===== src/rtl/tdm_demux.sv =====
// ============================================================================
// tdm_demux
// ----------------------------------------------------------------------------
// Time-division demultiplexer. This is the receive end of the shared-bus
// mux datapath. Samples arrive one at a time on a shared bus. A frame-sync
// marker tags channel 0. Each sample is routed into a per-channel shadow
// register. Once a full frame has been accepted in order, the complete frame
// is presented on a flat parallel bus, together with a one-cycle valid pulse.
//
// Parameters:
//   WIDTH  sample width in bits (default 8)
//   CH     channels per frame, 2..16 (default 4)
//   SW     slot counter width, must equal ceil(log2(CH)) (default 2)
//
// Ports:
//   clk         rising-edge clock
//   rst         asynchronous active-high reset
//   din         sample currently on the shared bus
//   din_valid   din holds a sample this cycle
//   frame_sync  marks the current valid sample as channel 0
//   dout        last complete frame, channel k at [k*WIDTH +: WIDTH]
//   dout_valid  one-cycle pulse, dout was updated on the previous edge
//   slot        channel index the next accepted sample will fill
//   locked      high while the framer is locked to the stream
//   frame_err   one-cycle pulse on an early or missing frame sync
//
// Optional feature (macro TDM_DEMUX_PARITY_EN):
//   din_par     odd-parity bit covering din
//   par_err     one-cycle pulse when an accepted sample fails parity. The
//               frame that contains it is then withheld from dout.
// ============================================================================
module tdm_demux #(
  parameter int WIDTH = 8,
  parameter int CH    = 4,
  parameter int SW    = 2
) (
  input  logic                  clk,
  input  logic                  rst,
  input  logic [WIDTH-1:0]      din,
  input  logic                  din_valid,
  input  logic                  frame_sync,
`ifdef TDM_DEMUX_PARITY_EN
  input  logic                  din_par,
  output logic                  par_err,
`endif
  output logic [CH*WIDTH-1:0]   dout,
  output logic                  dout_valid,
  output logic [SW-1:0]         slot,
  output logic                  locked,
  output logic                  frame_err
);

  // The slot value that marks the final channel of a frame.
  localparam logic [SW-1:0] LAST_SLOT = SW'(CH - 1);

  typedef enum logic {
    HUNT = 1'b0,
    LOCK = 1'b1
  } state_t;

  state_t state;

  // Channel CH-1 never needs a shadow register. It is taken straight from
  // din on the completing edge.
  logic [WIDTH-1:0] shadow [CH-1];

  // Classification of the sample on the bus this cycle.
  logic take_sync;
  logic early_sync;
  logic missing_sync;
  logic normal_sample;
  logic last_sample;
  logic sample_bad;
  logic frame_ok;

`ifdef TDM_DEMUX_PARITY_EN
  // This bit is set once any accepted sample of the frame in progress has
  // failed parity.
  logic frame_bad;
`endif

  // Decode what the current sample means for the framer. A synced sample
  // always starts a new frame, both while hunting and while locked. When it
  // arrives mid-frame, it also flags an early sync. Once locked, an unsynced
  // sample at slot 0 means the stream has lost alignment.
  always_comb begin
    take_sync     = din_valid && frame_sync;
    early_sync    = din_valid && frame_sync && (state == LOCK) && (slot != '0);
    missing_sync  = din_valid && !frame_sync && (state == LOCK) && (slot == '0);
    normal_sample = din_valid && !frame_sync && (state == LOCK) && (slot != '0);
    last_sample   = normal_sample && (slot == LAST_SLOT);
`ifdef TDM_DEMUX_PARITY_EN
    // Parity is odd over {din_par, din}. An even XOR result is a failure.
    // Only accepted samples are checked, so a dropped sample never raises
    // par_err.
    sample_bad    = (take_sync || normal_sample) && !(^{din_par, din});
    frame_ok      = !(frame_bad || sample_bad);
`else
    sample_bad    = 1'b0;
    frame_ok      = 1'b1;
`endif
  end

  // Main framer. It holds the FSM, the slot counter, the shadow registers and
  // every registered output. The pulse outputs default to low and are raised
  // only on the edge that detects their event. This keeps them to exactly
  // one cycle. frame_err and dout_valid come from mutually exclusive sample
  // classes, so they can never be high together.
  always_ff @(posedge clk or posedge rst) begin
    if (rst) begin
      state      <= HUNT;
      slot       <= '0;
      locked     <= 1'b0;
      dout       <= '0;
      dout_valid <= 1'b0;
      frame_err  <= 1'b0;
      for (int k = 0; k < CH - 1; k++) begin
        shadow[k] <= '0;
      end
`ifdef TDM_DEMUX_PARITY_EN
      par_err    <= 1'b0;
      frame_bad  <= 1'b0;
`endif
    end else begin
      dout_valid <= 1'b0;
      frame_err  <= 1'b0;
`ifdef TDM_DEMUX_PARITY_EN
      par_err    <= sample_bad;
`endif

      if (take_sync) begin
        // A synced sample starts a fresh frame, whatever the state. Any
        // partial frame is abandoned. Its shadows are simply overwritten
        // later and are never exposed, because dout only loads on a
        // completed frame.
        state     <= LOCK;
        locked    <= 1'b1;
        shadow[0] <= din;
        slot      <= SW'(1);
        frame_err <= early_sync;
`ifdef TDM_DEMUX_PARITY_EN
        frame_bad <= sample_bad;
`endif
      end else if (missing_sync) begin
        // Alignment is lost. Drop the sample and go back to hunting for a
        // sync marker.
        state     <= HUNT;
        locked    <= 1'b0;
        frame_err <= 1'b1;
      end else if (last_sample) begin
        // The final channel completes the frame. The stored channels plus
        // the live sample are published together, so dout is always one
        // coherent frame. A frame marked bad by parity still wraps the slot
        // counter, but it is not published.
        if (frame_ok) begin
          for (int k = 0; k < CH - 1; k++) begin
            dout[k*WIDTH +: WIDTH] <= shadow[k];
          end
          dout[(CH-1)*WIDTH +: WIDTH] <= din;
          dout_valid <= 1'b1;
        end
        slot <= '0;
`ifdef TDM_DEMUX_PARITY_EN
        frame_bad <= 1'b0;
`endif
      end else if (normal_sample) begin
        // This is a middle channel of the frame. Park it in its shadow
        // register and move to the next slot. Slot 0 cannot appear here,
        // because that case is a missing sync.
        for (int k = 1; k < CH - 1; k++) begin
          if (slot == SW'(k)) begin
            shadow[k] <= din;
          end
        end
        slot <= slot + SW'(1);
`ifdef TDM_DEMUX_PARITY_EN
        if (sample_bad) begin
          frame_bad <= 1'b1;
        end
`endif
      end
    end
  end

endmodule


===== config.mk =====
export PLATFORM = sky130hd
export DESIGN_NAME = tdm_demux
export DESIGN_NICKNAME = d
export VERILOG_FILES = /design/src/rtl/tdm_demux.sv
export SDC_FILE = /design/constraint.sdc
export NUM_CORES = 1
export LEC_CHECK = 0
export BUFFER_PORTS_ARGS = -buffer_cell sky130_fd_sc_hd__buf_4
export CORE_MARGIN = 2
export CORE_UTILIZATION = 49
export CTS_CLUSTER_DIAMETER = 100
export DETAILED_ROUTE_END_ITERATION = 10
export PLACE_DENSITY_LB_ADDON = 0.05
export SYNTH_ARGS = -nofsm -noshare
export SYNTH_HDL_FRONTEND = slang
export SYNTH_SLANG_ARGS = --single-unit

===== constraint.sdc =====
create_clock -name clk -period 1.9 [get_ports clk]
set_clock_uncertainty 0.2 [all_clocks]
set_input_delay 0.095 -clock clk [delete_from_list [all_inputs] [get_ports clk]]
set_output_delay 0.095 -clock clk [all_outputs]
set_load 0.05 [all_outputs]

# Yosys cells after proc, flatten, opt, wreduce, memory -nomap -nowiden
# Index checks and enable logic that the tools add are counted.
[op_classes]
n_bitwise = 3
reduce_logical = 17
n_mux = 11
addsub = 1
eq_ne = 4
[op_table]
columns = ["operator", "n"]
rows = [
  ["5-bit AND reduction", 2],
  ["1-bit logical AND", 8],
  ["2-bit 2-to-1 mux", 4],
  ["1-bit 2-to-1 mux", 7],
  ["2-bit == test, second input constant", 2],
  ["2-bit nonzero test", 2],
  ["1-bit NOT", 3],
  ["3-bit AND reduction", 1],
  ["3-bit nonzero test", 1],
  ["2-bit by 1-bit adder with 2-bit output, second input constant", 1],
  ["2-bit by 1-bit == test with 1-bit output, second input constant", 1],
  ["2-bit logical NOT", 1],
  ["2-bit != test, second input constant", 1],
  ["2-bit AND reduction", 1],
  ["1-bit logical NOT", 1],
]
[totals]
inputBits = 12
out_inout_bits = 37
ff_bits = 61

# Depth between registers and ports, before layout
[logic_depth]
ltp_word = 8
ltp_mapped = 6

# Worst setup path after synthesis
# No wires, ideal clock.
[synth_timing]
path_kind = "flip-flop to flip-flop"
from = "register slot[0]"
to = "register dout[0]"
arrival_time_ns = 1.977
stages_incl_launch_ff = 7
slack_ns = -0.402
period_less_slack_ns = 2.302
cell_sequence = "dfrtp_1 inv_1 ha_1 and4bb_2 nand2_4 buf_6 mux2_4"
[synth_between]
elab_chain_len = 4
elab_cells_between_ends = 8
[synth_lines]
columns = ["element", "line", "text"]
rows = [
  ["start, declared", "48", "output logic [SW-1:0] slot,"],
  ["start signal, assigned", "175", "slot <= slot + SW'(1);"],
  ["2-bit nonzero test or 2-bit logical NOT (tied branches)", "90, 89", ""],
  ["1-bit logical AND (on tied branches)", "90, 89", ""],
  ["1-bit logical AND or 1-bit NOT (tied branches)", "--", ""],
  ["3-bit AND reduction (no line) (*)", "--", ""],
  ["end signal, assigned by index", "157", "dout[k*WIDTH +: WIDTH] <= shadow[k];"],
  ["end signal, assigned by index", "159", "dout[(CH-1)*WIDTH +: WIDTH] <= din;"],
  ["end, declared", "46", "output logic [CH*WIDTH-1:0] dout,"],
]
# Every way passes the cells marked *; elsewhere a longest branch is shown, timed or not.
# A chain may end at the register's enable or synchronous reset.

# Worst setup path in the final report
[layout_timing]
from = "register slot[1]"
to = "register dout[25]"
# The elaborated chain is that of the path after synthesis.

==> metrics.yaml <==
yosys:
  muxShareOfSynthArea: 0.300
  ys_seq_area_frac: 0.610
  synth_simple_gate_area_frac: 0.0340
  syn_avg_cell_area_um2: 17.1
  synth_ff_type: "dfrtp_1"
  yosysWarnings: 0
  synth-edff-count: 0
  synth_fa_ha_area_frac: 0.0200
  synthesis.area_mm2: 0.00250
  synth_cell_types: 19
  synth_xor_area_frac: 0.00350
  synthArstFlopShare: 1.00
  syn_inst: 146
  synth-seq-cells: 61
  synthesis.nets: 162
  synth_top_family_by_area: "multiplexers"
  synth_compound_area_frac: 0.0100
clock_network:
  clock_sinks: 61
  clk_latency_ns: 0.33
  cts_tree: "built"
  ctsRootBufferMaster: "clkbuf_8"
  cts_buffers: 9
  cts_max_path_buffers: 2
  htree_levels: 3
  clk_pin_slew_ns: 0.07
setup_path:
  critPathLaunchType: "register"
  worstPathRequired_ns: 1.91
  arrival_ns: 1.91
  end_kind: "register"
  crit_type: "reg -> reg"
  worst-path-max-fanout: 9
detailed_routing:
  postRouteAntennaNets: 0
  drt_wl_total_um: 4840
  viasPerCell: 4.95
  drcViolationCount: 0
  drtPass1Iterations: 4
  vias: 1471
  drtIter0Drc: 77
  routedWlPerCell_um: 16.3
timing:
  setup_tns_ns: 0
  report.final.slew_viol_count: 0
  slew-limit-headroom: 0.679
  max_freq_mhz: 527
  grt_setup_unrepaired: "true"
  hold_viol: 0
  period_share: 0.999
  finalCriticalPeriod_ns: 1.90
  setup_viol: 0
  worstMarginPinSlew_ns: 0.480
  worst_hold_slack_ns: 0.133
global_routing:
  gr-total-overflow: 0
  grt.total_usage: 0.178
  grt_max_degree: 44
  grt_pass1_wl_um: 7190
  grt_pass1_vias: 1466
  antenna_found_initial: 0
pwr:
  pwr-share-clk: 0.199
  switching_share: 0.400
  powerDensity_mw_per_mm2: 1820
  ir_drop_mv: 1.02
  p_sw_mw: 2.48
  p_seq_frac: 0.340
  combinationalPowerShare: 0.461
  p_int_mw: 3.72
  p_leak_nw: 1.78
placement:
  dpl.hpwl_um: 3000
  portBuffers: 48
  gp_congestion: 0.911
  place_area_mm2: 0.00300
  place_inst: 265
cells_and_area:
  final_area_mm2: 0.00342
  nets: 238
  drive_above_1_share: 0.617
  stdcell_count: 297
  num-fill-cells: 390
  diodes: 0
  area_growth_pct: 36.5
floorplanning:
  die_height_um: 75.5
  die-area_mm2: 0.00569
  initial_utilization: 0.500
  dieWidth_um: 75.5
  rows: 26
  io_pins: 49
  fp.coreArea_mm2: 0.00501
status:
  outcome: "complete, no violations"
flow_run:
  cap_violations: 0
worst_hold_path:
  hp-class: "in -> async"
routing by layer:
layer	vias up	global-route usage	wire length, um
met3	4	0.0582	250
li1	671	-	-
met5	-	0	0
met2	47	0.271	2370
met4	0	0.0702	46
met1	749	0.238	2170
cells in the final DEF (no fill, tap or decap), drive strengths merged, types with 2 or more instances in the layout:
cell type	instances
nand2	4
o21ai	2
buf	55
ha	4
clkinv	2
inv	5
mux2	57
clkbuf	13
bufinv	2
dfrtp	61
nand3b	2
dlygate4sd3	11
stage by stage:
step | utilization | setup slack (ns) | power, mW
3_5_place_dp | 0.599 | 0.00698 | 4.92
5_1_grt | 0.682 | -0.0295 | 6.51
6_report | 0.682 | 0.00203 | 6.20
3_3_place_gp | 0.599 | 0.0489 | 4.85
2_1_floorplan | - | -0.138 | 4.11
4_1_cts | 0.663 | 0.00336 | 6.21
sequential cells by signal, summed over array words and instances (netlist names):
signal and cells:
slot 2, dout_valid 1, shadow 24, dout 32, frame_err 1, state 1
area by class of cell:
cell class | instances | area [um2] | share of cell area
clock buffers | 10 | 128 | 0.0374
clock inverters | 6 | 86.3 | 0.0253
inverters | 4 | 17.5 | 0.00513
multi-input cells | 77 | 932 | 0.273
flip-flops and latches | 61 | 1530 | 0.448
well taps | 70 | 87.6 | 0.0256
repair buffers | 69 | 636 | 0.186
worst max-delay path, cell delays in order (launching register included):
cell and delay [ns]:
dfrtp_2 0.38, inv_4 0.05, ha_4 0.16, and4bb_2 0.35, nand2_4 0.14, clkbuf_16 0.21
mux2_4 0.29
what timing repair did:
action	4_1_cts	5_1_grt
cloned	0	3
pin swaps	1	0
hold buffers	11	0
hold endpoints to repair	97	0
setup buffers	0	2
endpoints found under the setup margin	3	34
resized for setup	0	1
worst paths after layout:
kind                                start        to  slack, ns  cells past startpoint
max in group asynchronous             rst  dout[17]       0.81                      4
min in group clk                shadow[6]  dout[22]       0.30                      1
worst min-delay path                  rst  dout[20]       0.13                      3
worst max register to register    slot[1]  dout[25]      0.002                      6
worst min register to register  shadow[6]  dout[22]       0.30                      1
worst max-delay path              slot[1]  dout[25]      0.002                      6
kinds of logic (layout without fill, tap and decap cells):
logic type                 Yosys count  count (layout)
adders and majority gates            4               4
DFF                                 61              61
muxes                               57              57
AOI/OAI and AO/OA                    4               4
xor gates and xnor gates             1               1
buffers and inverters                8              89
and+or+nand+nor                     11              11
power by group through the flow:
stage / registers, mW / logic (mW) / clock network [mW]
floorplan: 3.25 / 0.866 / 0
global placement: 2.10 / 2.75 / 0
CTS: 2.11 / 2.83 / 1.27
global route: 2.17 / 3.00 / 1.33
finish: 2.11 / 2.86 / 1.24
detailed placement: 2.13 / 2.80 / 0
synthesized netlist by cell type, types with 2 or more instances:
library cell | count | area share
inv_1 | 4 | 0.0060
mux2_4 | 29 | 0.17
buf_6 | 3 | 0.013
o21ai_0 | 2 | 0.0040
nand3b_2 | 2 | 0.0090
ha_1 | 4 | 0.020
dfrtp_1 | 61 | 0.61
mux2_2 | 28 | 0.13
nand2_1 | 3 | 0.0045
No activity file was read; power rests on OpenSTA's default activity.
